$ cat config.mk
export PLATFORM = sky130hd
export DESIGN_NAME = wb_stage
export DESIGN_NICKNAME = d
export VERILOG_FILES = /design/src/rtl/wb_stage.sv
export SDC_FILE = /design/constraint.sdc
export NUM_CORES = 1
export LEC_CHECK = 0
export BUFFER_PORTS_ARGS = -buffer_cell sky130_fd_sc_hd__buf_2
export CAP_MARGIN = 20
export CORE_UTILIZATION = 35
export DETAILED_ROUTE_END_ITERATION = 6
export GPL_ROUTABILITY_DRIVEN = 0
export PLACE_DENSITY = 0.62
export SETUP_SLACK_MARGIN = 0.05
export SYNTH_ARGS = -nofsm -noshare
export SYNTH_HDL_FRONTEND = slang
export SYNTH_SLANG_ARGS = --single-unit
$ cat constraint.sdc
create_clock -name i_clock -period 2.8 [get_ports i_clock]
set_clock_uncertainty 0.05 [all_clocks]
set_input_delay 0.42 -clock i_clock [delete_from_list [all_inputs] [get_ports i_clock]]
set_output_delay 0.42 -clock i_clock [all_outputs]
set_load 0.03 [all_outputs]
$ cat src/rtl/wb_stage.sv
// Write-back stage: MEM/WB pipeline register, load extraction/extension and write-back select,
// driving the register-bank write port plus a sticky halt flag and a retired-instruction counter.
module wb_stage #(
  parameter int NB_DATA = 32,
  parameter int NB_PC   = 32,
  parameter int NB_REG  = 5,
  parameter int NB_CNT  = 32
) (
  input  logic               i_clock,
  input  logic               i_WB_reset,
  input  logic               i_WB_enable,
  input  logic               i_WB_flush,
  input  logic               i_WB_valid,
  input  logic               i_WB_reg_write,
  input  logic               i_WB_mem_to_reg,
  input  logic               i_WB_link,
  input  logic               i_WB_byte_en,
  input  logic               i_WB_halfword_en,
  input  logic               i_WB_word_en,
  input  logic               i_WB_unsigned,
  input  logic [1:0]         i_WB_byte_offset,
  input  logic [NB_DATA-1:0] i_WB_mem_data,
  input  logic [NB_DATA-1:0] i_WB_alu_result,
  input  logic [NB_PC-1:0]   i_WB_pc,
  input  logic [NB_REG-1:0]  i_WB_write_reg,
  input  logic               i_WB_halt,
  output logic [NB_DATA-1:0] o_WB_write_data,
  output logic [NB_REG-1:0]  o_WB_write_reg,
  output logic               o_WB_reg_write,
  output logic               o_WB_halt,
  output logic [NB_CNT-1:0]  o_WB_retired
);

  logic               valid_reg;
  logic               reg_write_reg;
  logic               mem_to_reg_reg;
  logic               link_reg;
  logic               byte_en_reg;
  logic               halfword_en_reg;
  logic               word_en_reg;
  logic               unsigned_reg;
  logic [1:0]         byte_offset_reg;
  logic [NB_DATA-1:0] mem_data_reg;
  logic [NB_DATA-1:0] alu_result_reg;
  logic [NB_PC-1:0]   pc_reg;
  logic [NB_REG-1:0]  write_reg_reg;
  logic               halt_reg;
  logic               halt_flag_reg;
  logic [NB_CNT-1:0]  retired_reg;

  always_ff @(posedge i_clock or negedge i_WB_reset) begin
    if (!i_WB_reset) begin
      valid_reg       <= 1'b0;
      reg_write_reg   <= 1'b0;
      mem_to_reg_reg  <= 1'b0;
      link_reg        <= 1'b0;
      byte_en_reg     <= 1'b0;
      halfword_en_reg <= 1'b0;
      word_en_reg     <= 1'b0;
      unsigned_reg    <= 1'b0;
      byte_offset_reg <= 2'b00;
      mem_data_reg    <= '0;
      alu_result_reg  <= '0;
      pc_reg          <= '0;
      write_reg_reg   <= '0;
      halt_reg        <= 1'b0;
      halt_flag_reg   <= 1'b0;
      retired_reg     <= '0;
    end else if (!halt_flag_reg) begin
      // Once a HALT has retired the stage is frozen until reset.
      if (i_WB_flush) begin
        valid_reg     <= 1'b0;
        reg_write_reg <= 1'b0;
        halt_reg      <= 1'b0;
      end else if (i_WB_enable) begin
        valid_reg       <= i_WB_valid;
        reg_write_reg   <= i_WB_reg_write;
        mem_to_reg_reg  <= i_WB_mem_to_reg;
        link_reg        <= i_WB_link;
        byte_en_reg     <= i_WB_byte_en;
        halfword_en_reg <= i_WB_halfword_en;
        word_en_reg     <= i_WB_word_en;
        unsigned_reg    <= i_WB_unsigned;
        byte_offset_reg <= i_WB_byte_offset;
        mem_data_reg    <= i_WB_mem_data;
        alu_result_reg  <= i_WB_alu_result;
        pc_reg          <= i_WB_pc;
        write_reg_reg   <= i_WB_write_reg;
        halt_reg        <= i_WB_halt;
        if (i_WB_valid) begin
          if (retired_reg != {NB_CNT{1'b1}}) begin
            retired_reg <= retired_reg + 1'b1;
          end
          if (i_WB_halt) begin
            halt_flag_reg <= 1'b1;
          end
        end
      end
    end
  end

  logic [7:0]         byte_sel;
  logic [15:0]        half_sel;
  logic [NB_DATA-1:0] load_value;
  logic [NB_DATA-1:0] pc_ext;

  always_comb begin
    byte_sel = mem_data_reg[7:0];
    case (byte_offset_reg)
      2'd1:    byte_sel = mem_data_reg[15:8];
      2'd2:    byte_sel = mem_data_reg[23:16];
      2'd3:    byte_sel = mem_data_reg[31:24];
      default: byte_sel = mem_data_reg[7:0];
    endcase
    half_sel   = byte_offset_reg[1] ? mem_data_reg[31:16] : mem_data_reg[15:0];
    load_value = mem_data_reg;
    // Word wins over halfword over byte; no size bit set behaves as a word load.
    if (word_en_reg || !(halfword_en_reg || byte_en_reg)) begin
      load_value = mem_data_reg;
    end else if (halfword_en_reg) begin
      load_value = {{(NB_DATA-16){~unsigned_reg & half_sel[15]}}, half_sel};
    end else begin
      load_value = {{(NB_DATA-8){~unsigned_reg & byte_sel[7]}}, byte_sel};
    end
  end

  generate
    if (NB_PC >= NB_DATA) begin : g_pc_trunc
      assign pc_ext = pc_reg[NB_DATA-1:0];
    end else begin : g_pc_zext
      assign pc_ext = {{(NB_DATA-NB_PC){1'b0}}, pc_reg};
    end
  endgenerate

  assign o_WB_write_data = link_reg ? pc_ext : (mem_to_reg_reg ? load_value : alu_result_reg);
  assign o_WB_write_reg  = write_reg_reg;
  // HALT retires without writing; r0 is hardwired.
  assign o_WB_reg_write  = valid_reg & reg_write_reg & ~halt_reg & (write_reg_reg != '0);
  assign o_WB_halt       = halt_flag_reg;
  assign o_WB_retired    = retired_reg;

endmodule

==> results of run 1 <==
worst max path at each step:
stage	to	slack (ns)	from
2_1_floorplan	o_WB_write_data[17]	0.15	halfword_en_reg
3_3_place_gp	o_WB_write_data[18]	0.36	mem_data_reg[23]
3_5_place_dp	o_WB_write_data[8]	0.35	halfword_en_reg
4_1_cts	o_WB_write_data[6]	0.03	halfword_en_reg
5_1_grt	o_WB_write_data[17]	-0.03	byte_offset_reg[1]
6_report	o_WB_write_data[26]	0.05	word_en_reg
routing by layer:
layer  up-vias  global-route usage (%)
met3        18                    6.47
li1       2538                       -
met4         4                    6.17
met2       134                    31.7
met1      2614                    22.8
met5         -                       0
metrics by stage:
stage | TNS (ns) | worst slack, ns | power, uW | cell area, sq um
global placement | 0 | 0.355 | 7470 | 8210
global route | -0.106 | -0.0317 | 10800 | 9040
floorplan | 0 | 0.155 | 6240 | 6970
CTS | 0 | 0.0261 | 10000 | 8900
finish | 0 | 0.0477 | 10200 | 9050
detailed placement | 0 | 0.353 | 7510 | 8210
kinds of logic (layout without fill, tap and decap cells):
logic type      Yosys count  in the layout  share of synthesized area [%]
compound gates           99             99                           10.9
flops                   145            145                           52.1
other cells               0              5                              0
fa+ha+maj                 1              1                          0.180
simple gates            159            159                           11.1
buf+inv                  40            244                           2.71
xor+xnor                 30             30                           3.77
mux                     119            119                           19.3
power by group:
| part | internal (uW) | switching (uW) |
|---|---|---|
| clock network | 1250 | 985 |
| logic | 1940 | 2520 |
| registers | 2840 | 635 |
| total | 6030 | 4140 |
worst max-delay path: cells and delay by family, from the launching register on:
kind            cells  cell delay (ns)
flops               1             0.43
buf+inv             3             0.54
compound gates      4             0.89
what timing repair did:
action                                  CTS  global route
endpoints found under the setup margin   23            32
buffers inserted                          3             2
gates resized for setup                  29            32
gates cloned                              1             0
pin swaps                                 9            16
cells in the final DEF (no fill, tap or decap), types with 7 or more instances in the layout:
cell type,instances
a21oi_1,24
a21oi_2,13
a221o_1,8
buf_2,166
buf_4,29
buf_6,7
clkbuf_16,17
dfrtp_1,143
mux2_2,116
nand2_1,53
nand3_1,9
nand4_1,13
nor2_1,34
nor2b_1,7
nor3_1,18
o21ai_0,11
o221ai_1,7
o31ai_2,15
xnor2_1,14
xor2_1,16
cell type report:
cell class	instances	share of cell area, %
Antenna cell	5	0.138
Clock buffer	17	4.70
Clock inverter	15	1.69
Inverter	6	0.249
Multi-Input combinational cell	408	36.2
Sequential cell	145	40.1
Tap cell	265	3.66
Timing Repair Buffer	206	13.3
==> key figures, run 1 <==
Critical path
  – Worst R2R Path Depth: 5
  – Critical path data required time: 2.33 ns
  – Reg-to-reg slack, setup: 0.63 ns
  – Critical path arrival: 2.28 ns
  – Nature of the critical path startpoint: register
  – Cell Chain, Critical Path: o21bai_4, o41ai_4, buf_6, buf_12, a21oi_2, o31ai_2, buf_4
  – Crit Reg-Reg Startpoint: o_WB_retired[12]
  – Reg-to-Reg End: o_WB_retired[31]
  – Crit. End Element: primary output
  – Crit path max fanout: 8
  – Crit-path max cell delay: 0.43 ns
  – Slowest CP cell: dfrtp_1
  – Critical path class: register to primary output

Clock tree
  – Hold Buf Count CTS: 0
  – Clk root buf: clkbuf_16
  – Clock buffer depth: 2
  – Clk slew on worst S/H paths: 0.07 ns
  – CTS tree: yes
  – Clock Sink Count: 145
  – CTS buffer count: 17
  – H-Tree Depth: 4
  – Clk_lat worst skew: 0.42 ns

Floorplanning
  – Die Span Y: 143 microns
  – Die area: 20,500 sq um
  – Die width: 143 microns
  – Cell Rows: 51
  – Initial core utilization: 35.8%
  – # IOs: 187
  – Core area: 19,500 sq um

Logic synthesis
  – Fraction of registers with async set/reset: 100%
  – Cell taking the most area after synthesis: dfrtp_1
  – Synth top cells by count: dfrtp_1 (145), mux2_2 (117), nand2_1 (53)
  – Seq/Total Area, Yosys: 52.1%
  – Main area contributors after synthesis: dfrtp_1 (52%), mux2_2 (19%), nand2_1 (2.9%), a21oi_1 (2.1%), nor2_1 (2.0%)
  – FF+latch count, synth: 145
  – Synthesized area per cell: 11.7 sq um
  – Most common cell in the netlist: dfrtp_1
  – Number of enable flip-flop cells after synthesis: 0
  – Syn Nets: 710
  – Post-Syn Area: 6970 sq um
  – Yosys top cell area share: 52.1%
  – Yosys cell types: 47
  – Most used DFF post-synth: dfrtp_1
  – Post-Syn Instances: 593
  – Yosys warning total: 0

GRT
  – Vias in the first global route: 5,425
  – Gr usage total: 19.0%
  – Largest net degree at the start of global routing: 146
  – First-pass GRT wire length: 29,300 microns
  – Remaining Overflow, GRT: 0
  – Initial antenna violation count: 7

Drt
  – Wirelength per Cell: 17.4 microns
  – DR vias: 5,308
  – Post-DRT Antenna Nets: 0
  – Drt pass-1 iters: 4
  – Initial drt markers: 226
  – Met3 Routed Length: 1110 microns
  – DRC: 0
  – Routed wl met2: 9170 microns
  – Top sig layer: met5
  – Vias per cell: 4.97
  – WL final: 18,500 microns
  – Post-Route M1 WL: 8020 microns

STA
  – Final hold viol count: 0
  – Final period util: 98.3%
  – Slew Viols, Final: 0
  – Tightest Pin Transition: 0.788 ns
  – Final min period: 2.75 ns
  – # setup viols final: 0
  – Unrepaired setup endpoints after global routing: yes
  – F_max: 0.363 GHz
  – WHS: 0.0424 ns
  – Slew margin rel.: 47.5%

Placement
  – Placed cell count: 1,024
  – Port Buffer Count: 186
  – Post-DP HPWL: 12,800 microns

Cells and area
  – Non-Filler Instances: 1,067
  – # fillers: 1,829
  – Multi-input gate area: 3270 sq um
  – Finished Core Util: 46.5%
  – Register area: 3630 sq um
  – Share of layout cells above drive strength 1: 50.6%
  – Syn-to-layout area delta: 29.9%
  – Final nets: 901

Flow run
  – Max Cap Viol: 0

Power
  – Worst VDD drop: 0.552 mV
  – Power per cell area: 1120 nW/um^2
  – P_leak: 0.00407 uW

Hold path
  – Worst hold-check path type: input port to async pin

Outcome
  – Outcome: finished, final reports clean
No activity file was read; power rests on OpenSTA's default activity.
==> inputs of run 2 (changes only) <==
Settings changed: CTS_BUF_LIST set to sky130_fd_sc_hd__clkbuf_4, HOLD_SLACK_MARGIN set to 0.06.
==> key figures, run 2 (synthesized netlist as in run 1, its figures left out) <==
GRT
  – Vias in the first global route: 6,139 (+13%)
  – Gr usage total: 20.5% (+1.5 points)
  – Global routing met3 resource utilization: 6.07% (-0.40 points)
  – Met2 Use GR: 35.0% (+3.3 points)
  – Most Crowded Layer GR: met2
  – Remaining Overflow, GRT: 0 (unchanged)
  – First-pass GRT wire length: 32,000 microns (+9.4%)
  – Met1 usage: 24.3% (+1.5 points)
  – Initial antenna violation count: 1 (-6)
  – Largest net degree at the start of global routing: 146 (unchanged)

Floorplanning
  – Die area: 20,500 sq um (unchanged)
  – Cell Rows: 51 (unchanged)
  – Die width: 143 microns (unchanged)
  – Initial core utilization: 35.8% (unchanged)
  – # IOs: 187 (unchanged)
  – Die Span Y: 143 microns (unchanged)
  – Core area: 19,500 sq um (unchanged)

Drt
  – DRC: 0 (unchanged)
  – DR vias: 5,845 (+10%)
  – Wirelength per Cell: 16.9 microns (-2.5%)
  – Post-DRT Antenna Nets: 0 (unchanged)
  – Initial drt markers: 246 (+8.8%)
  – WL final: 20,000 microns (+7.9%)
  – Drt pass-1 iters: 4 (unchanged)
  – Vias per cell: 4.95 (-0.43%)

Clock tree
  – Clock Sink Count: 145 (unchanged)
  – H-Tree Depth: 4 (unchanged)
  – Clk root buf: clkbuf_4
  – Clk_lat worst skew: 0.57 ns (+0.15 ns)
  – CTS buffer count: 17 (unchanged)
  – CTS tree: yes
  – Clk slew on worst S/H paths: 0.14 ns (+0.07 ns)
  – Clock buffer depth: 2 (unchanged)

Cells and area
  – Commonest non-fill, non-tap cell in the layout: buf_2
  – Syn-to-layout area delta: 45.3%
  – Share of layout cells above drive strength 1: 47.4% (-3.2 points)
  – Most frequent cells in the layout: buf_2 (153), dfrtp_1 (142), mux2_2 (116)
  – Final nets: 1,018 (+13%)
  – Non-Filler Instances: 1,180 (+11%)

Critical path
  – Cell Chain, Critical Path: mux2_4, nor2_4, o41ai_4, buf_6, buf_12, a21oi_2, o31ai_2, buf_4
  – Crit path max fanout: 8 (unchanged)
  – Crit. End Element: primary output
  – Critical path arrival: 2.44 ns (+0.16 ns)
  – Crit Reg-Reg Startpoint: o_WB_retired[12]
  – Crit path depth: 8 (+1)
  – Critical path data required time: 2.33 ns (about the same)
  – CP top delay family: compound AO/OA/AOI/OAI gates
  – Slowest CP cell: dfrtp_1
  – Critical path class: register to primary output
  – Crit path launch: byte_offset_reg[1]
  – Nature of the critical path startpoint: register
  – Crit-path max cell delay: 0.45 ns (+0.02 ns)
  – Worst R2R Path Depth: 5 (unchanged)
  – Crit path buf inv count: 3 (unchanged)

Placement
  – Dpl ws: 0.353 ns (unchanged)
  – Post-DP HPWL: 12,800 microns (unchanged)
  – Placed cell count: 1,024 (unchanged)
  – Port Buffer Count: 186 (unchanged)

STA
  – Final period util: 104% (+5.7 points)
  – Setup TNS: -1.32 ns (-1.32 ns)
  – Slew margin rel.: 45.4% (-2.0 points)
  – F_max: 0.343 GHz (-5.5%)
  – # setup viols final: 24 (+24)
  – Final hold viol count: 0 (unchanged)
  – Final min period: 2.91 ns (+0.161 ns)
  – Worst setup margin: -0.113 ns (-0.161 ns)
  – Slew Viols, Final: 0 (unchanged)
  – Tightest Pin Transition: 0.818 ns (+0.0307 ns)
  – WHS: 0.220 ns (+0.177 ns)
  – Unrepaired setup endpoints after global routing: yes

Hold path
  – Worst hold path depth: 3
  – Worst hold-check path type: input port to register
  – Hold Crit Start: i_WB_enable

Flow run
  – Max Cap Viol: 0 (unchanged)

Power
  – Power per cell area: 977 nW/um^2 (-13%)
  – Final Power: 9880 uW (-2.8%)
  – P_leak: 0.00447 uW (+9.6%)
  – Worst VDD drop: 0.408 mV (-26%)

Outcome
  – Violated checks: negative setup slack
  – Outcome: complete, but fails checks
==> run 2: changes by cell type in the layout (fill, tap and decap cells not counted), moves of 5 or more <==
| cell | before | now |
|---|---|---|
| a21oi_1 | 24 | 11 |
| a21oi_2 | 13 | 25 |
| buf_2 | 166 | 153 |
| buf_4 | 29 | 35 |
| buf_6 | 7 | 17 |
| clkbuf_16 | 17 | 0 |
| clkbuf_4 | 0 | 17 |
| dlygate4sd3_1 | 0 | 114 |
| o221ai_1 | 7 | 2 |
| o221ai_2 | 0 | 5 |
==> run 2: power breakdown <==
part / internal, uW / switching [uW]
combinational: 2300 / 2760
sequential: 2830 / 661
clock: 468 / 871
total: 5600 / 4290
==> run 2: worst register-to-register path, delay by kind of cell, from the launching register on <==
family           cells  cell delay [ns]
XOR/XNOR             1             0.16
flip-flops           1             0.46
AND/OR/NAND/NOR      4             1.40
==> run 2: path summary, 6_finish.rpt <==
path	to	slack, ns
min in group asynchronous	pc_ext[22]	0.45
worst min register to register	o_WB_retired[31]	0.45
max in group asynchronous	mem_to_reg_reg	1.57
worst max-delay path	o_WB_write_data[18]	-0.11
worst min-delay path	valid_reg	0.22
worst max register to register	o_WB_retired[31]	0.62
==> run 2: repair_timing <==
action / 4_1_cts / 5_1_grt
hold buffers: 114 / 0
pin swaps: 26 / 2
gates cloned: 1 / 0
setup endpoints to repair: 32 / 32
buffers inserted: 7 / 1
resized for setup: 101 / 11
hold endpoints to repair: 257 / 0
==> run 2: layout make-up <==
class | count | area (sq um)
flip-flops and latches | 145 | 3630
fillers | 1688 | 9340
multi-input cells | 408 | 3410
repair buffers | 323 | 2440
inverters | 6 | 22.5
well taps | 265 | 332
clock inverters | 15 | 153
clock buffers | 17 | 128
diodes | 1 | 2.50
==> run 2: metal layers <==
layer / part of all wire, % / wire length (microns) / vias to the layer above
met2: 49 / 9870 / 176
met1: 43 / 8540 / 2868
met4: 2.2 / 447 / 0
met5: 0 / 0 / -
li1: - / - / 2767
met3: 5.7 / 1140 / 34
==> run 2: metrics by stage <==
step,cell area (sq um),util [%]
floorplan,6970,-
global placement,8210,42.2
detailed placement,8210,42.2
CTS,10100,51.7
global route,10100,52.0
finish,10100,52.0
==> inputs of run 3 (changes only) <==
Settings changed: BUFFER_PORTS_ARGS -buffer_cell sky130_fd_sc_hd__buf_2 to -buffer_cell sky130_fd_sc_hd__buf_4, CORE_UTILIZATION 35 to 23, PLACE_DENSITY 0.62 to 0.41.
==> key figures, run 3 (synthesized netlist as in run 1, its figures left out) <==
Clock tree
  – Clock buffer depth: 2 (unchanged)
  – Clock Sink Count: 145 (unchanged)
  – CTS tree: yes
  – Clk slew on worst S/H paths: 0.17 ns (+0.03 ns)
  – Clk_lat worst skew: 0.56 ns (about the same)
  – CTS buffer count: 17 (unchanged)
  – Clk root buf: clkbuf_4
  – H-Tree Depth: 4 (unchanged)

Critical path
  – Cell Chain, Critical Path: mux2_4, nor2_2, o41ai_4, buf_6, buf_12, a21oi_2, o31ai_2, buf_4
  – Crit. End Element: primary output
  – Critical path class: register to primary output
  – CP top delay family: compound AO/OA/AOI/OAI gates
  – Critical path arrival: 2.42 ns (-0.02 ns)
  – Crit path buf inv count: 3 (unchanged)
  – Crit path max fanout: 8 (unchanged)
  – Slowest CP cell: dfrtp_1
  – Nature of the critical path startpoint: register
  – Critical path data required time: 2.33 ns (about the same)
  – Crit-path max cell delay: 0.45 ns (about the same)

STA
  – F_max: 0.345 GHz (+0.63%)
  – Final period util: 103% (-0.65 points)
  – Tightest Pin Transition: 0.609 ns (-0.210 ns)
  – Worst setup margin: -0.0947 ns (+0.0183 ns)
  – Unrepaired setup endpoints after global routing: yes
  – Final hold viol count: 0 (unchanged)
  – Slew Viols, Final: 0 (unchanged)
  – Final min period: 2.89 ns (-0.0183 ns)
  – Slew margin rel.: 59.3% (+14 points)
  – # setup viols final: 23 (-4.2%)

Drt
  – Drt pass-1 iters: 4 (unchanged)
  – DRC: 0 (unchanged)
  – Post-DRT Antenna Nets: 0 (unchanged)
  – Wirelength per Cell: 17.2 microns (+1.7%)
  – Vias per cell: 4.42 (-11%)
  – Initial drt markers: 187 (-24%)
  – DR vias: 5,847 (+0.034%)
  – WL final: 22,800 microns (+14%)

Power
  – Clock power frac: 13.3% (-0.2 points)
  – Net Sw Frac: 43.2% (-0.17 points)
  – Reg power frac: 33.6% (-1.7 points)
  – P_leak: 0.00473 uW (+5.8%)
  – P_sw: 4530 uW (+5.6%)
  – Worst VDD drop: 0.366 mV (-10%)
  – Power per cell area: 953 nW/um^2 (-2.4%)
  – Internal Pwr Total: 5950 uW (+6.3%)
  – Comb power frac: 53.1% (+2.0 points)

Floorplanning
  – Initial core utilization: 23.4% (-12 points)
  – Core area: 29,700 sq um (+53%)
  – Die area: 31,000 sq um (+51%)
  – # IOs: 187 (unchanged)
  – Die width: 176 microns (+23%)
  – Cell Rows: 63 (+24%)
  – Die Span Y: 176 microns (+23%)

Outcome
  – Violated checks: negative setup slack
  – Outcome: complete, but fails checks

Placement
  – Post-DP HPWL: 15,500 microns (+22%)
  – Cell Area, Placed: 8940 sq um (+8.9%)
  – Port Buffer Count: 186 (unchanged)

Cells and area
  – Most frequent cells in the layout: buf_4 (191), dfrtp_1 (142), mux2_2 (115)
  – # fillers: 2,989 (+77%)
  – Final nets: 1,034 (+1.6%)
  – Finished Core Util: 37.0% (-15 points)
  – Post-route cell area: 11,000 sq um (+8.6%)
  – Share of layout cells above drive strength 1: 48.9% (+1.6 points)
  – Syn-to-layout area delta: 57.8%
  – Commonest non-fill, non-tap cell in the layout: buf_4

GRT
  – Initial antenna violation count: 2 (+1)
  – Gr usage total: 14.9% (-5.6 points)
  – Met2 Use GR: 24.8% (-10 points)
  – Global routing met3 resource utilization: 4.03% (-2.0 points)
  – Met1 usage: 19.3% (-5.0 points)
  – Largest net degree at the start of global routing: 62 (-58%)
  – Vias in the first global route: 6,158 (+0.31%)
  – First-pass GRT wire length: 35,300 microns (+10%)
  – Remaining Overflow, GRT: 0 (unchanged)
  – Most Crowded Layer GR: met2

Flow run
  – Max Cap Viol: 0 (unchanged)

Hold path
  – Worst hold-check path type: input port to async pin
==> run 3: worst register-to-register path: cells and delay by family (launching register included) <==
kind / cells / cell delay, ns
xor gates and xnor gates: 1 / 0.15
DFF: 1 / 0.50
buffers and inverters: 1 / 0.23
and+or+nand+nor: 4 / 1.20
==> run 3: path summary, 6_finish.rpt <==
check / from / endpoint / slack (ns) / cells after the start
max: byte_offset_reg[1] / o_WB_write_data[22] / -0.09 / 8
min: i_WB_reset / alu_result_reg[24] / 0.22 / 2
max reg2reg: o_WB_retired[12] / o_WB_retired[25] / 0.56 / 6
min reg2reg: valid_reg / valid_reg / 0.45 / 1
max in group asynchronous: i_WB_reset / halfword_en_reg / 1.66 / 3
min in group i_clock: i_WB_enable / valid_reg / 0.22 / 3
==> run 3: area by class of cell <==
| class | instances | area (sq um) | share of cell area (%) |
|---|---|---|---|
| inverters | 6 | 22.5 | 0.205 |
| flip-flops and latches | 145 | 3630 | 33.1 |
| repair buffers | 339 | 3040 | 27.7 |
| multi-input cells | 408 | 3530 | 32.1 |
| well taps | 390 | 488 | 4.44 |
| clock inverters | 15 | 149 | 1.35 |
| diodes | 2 | 5.00 | 0.0455 |
| clock buffers | 17 | 128 | 1.16 |
==> run 3: repair_timing <==
action	4_1_cts	5_1_grt
pin swaps	19	26
endpoints found under the setup margin	32	32
endpoints found under the hold margin	181	0
hold buffers	114	0
setup buffers	5	11
resized for setup	31	72
gates cloned	1	0
==> run 3: metal layers <==
layer  wire length (microns)  vias to the layer above
li1                        -                     2800
met1                   10300                     2885
met2                   11100                      143
met3                    1150                       19
met4                     235                        0
met5                       0                        -
==> run 3: metrics by stage <==
step                std cells  setup slack (ns)  total power [uW]  hold slack [ns]  setup TNS (ns)
floorplan                 593             0.155              6240           0.0744               0
global placement         1158             0.436              8000            0.285               0
detailed placement       1158             0.443              8000            0.280               0
CTS                      1310            -0.148              9920            0.174           -3.14
global route             1322            -0.251             11100            0.168           -5.20
finish                   1322           -0.0947             10500            0.224           -1.17
==> run 3: power by group through the flow <==
| stage | logic (uW) | clock network [uW] | registers [uW] |
|---|---|---|---|
| after floorplan | 2900 | 0 | 3340 |
| after global placement | 4450 | 0 | 3550 |
| after detailed placement | 4450 | 0 | 3550 |
| after CTS | 4930 | 1470 | 3520 |
| after global routing | 5920 | 1550 | 3650 |
| final | 5560 | 1390 | 3520 |
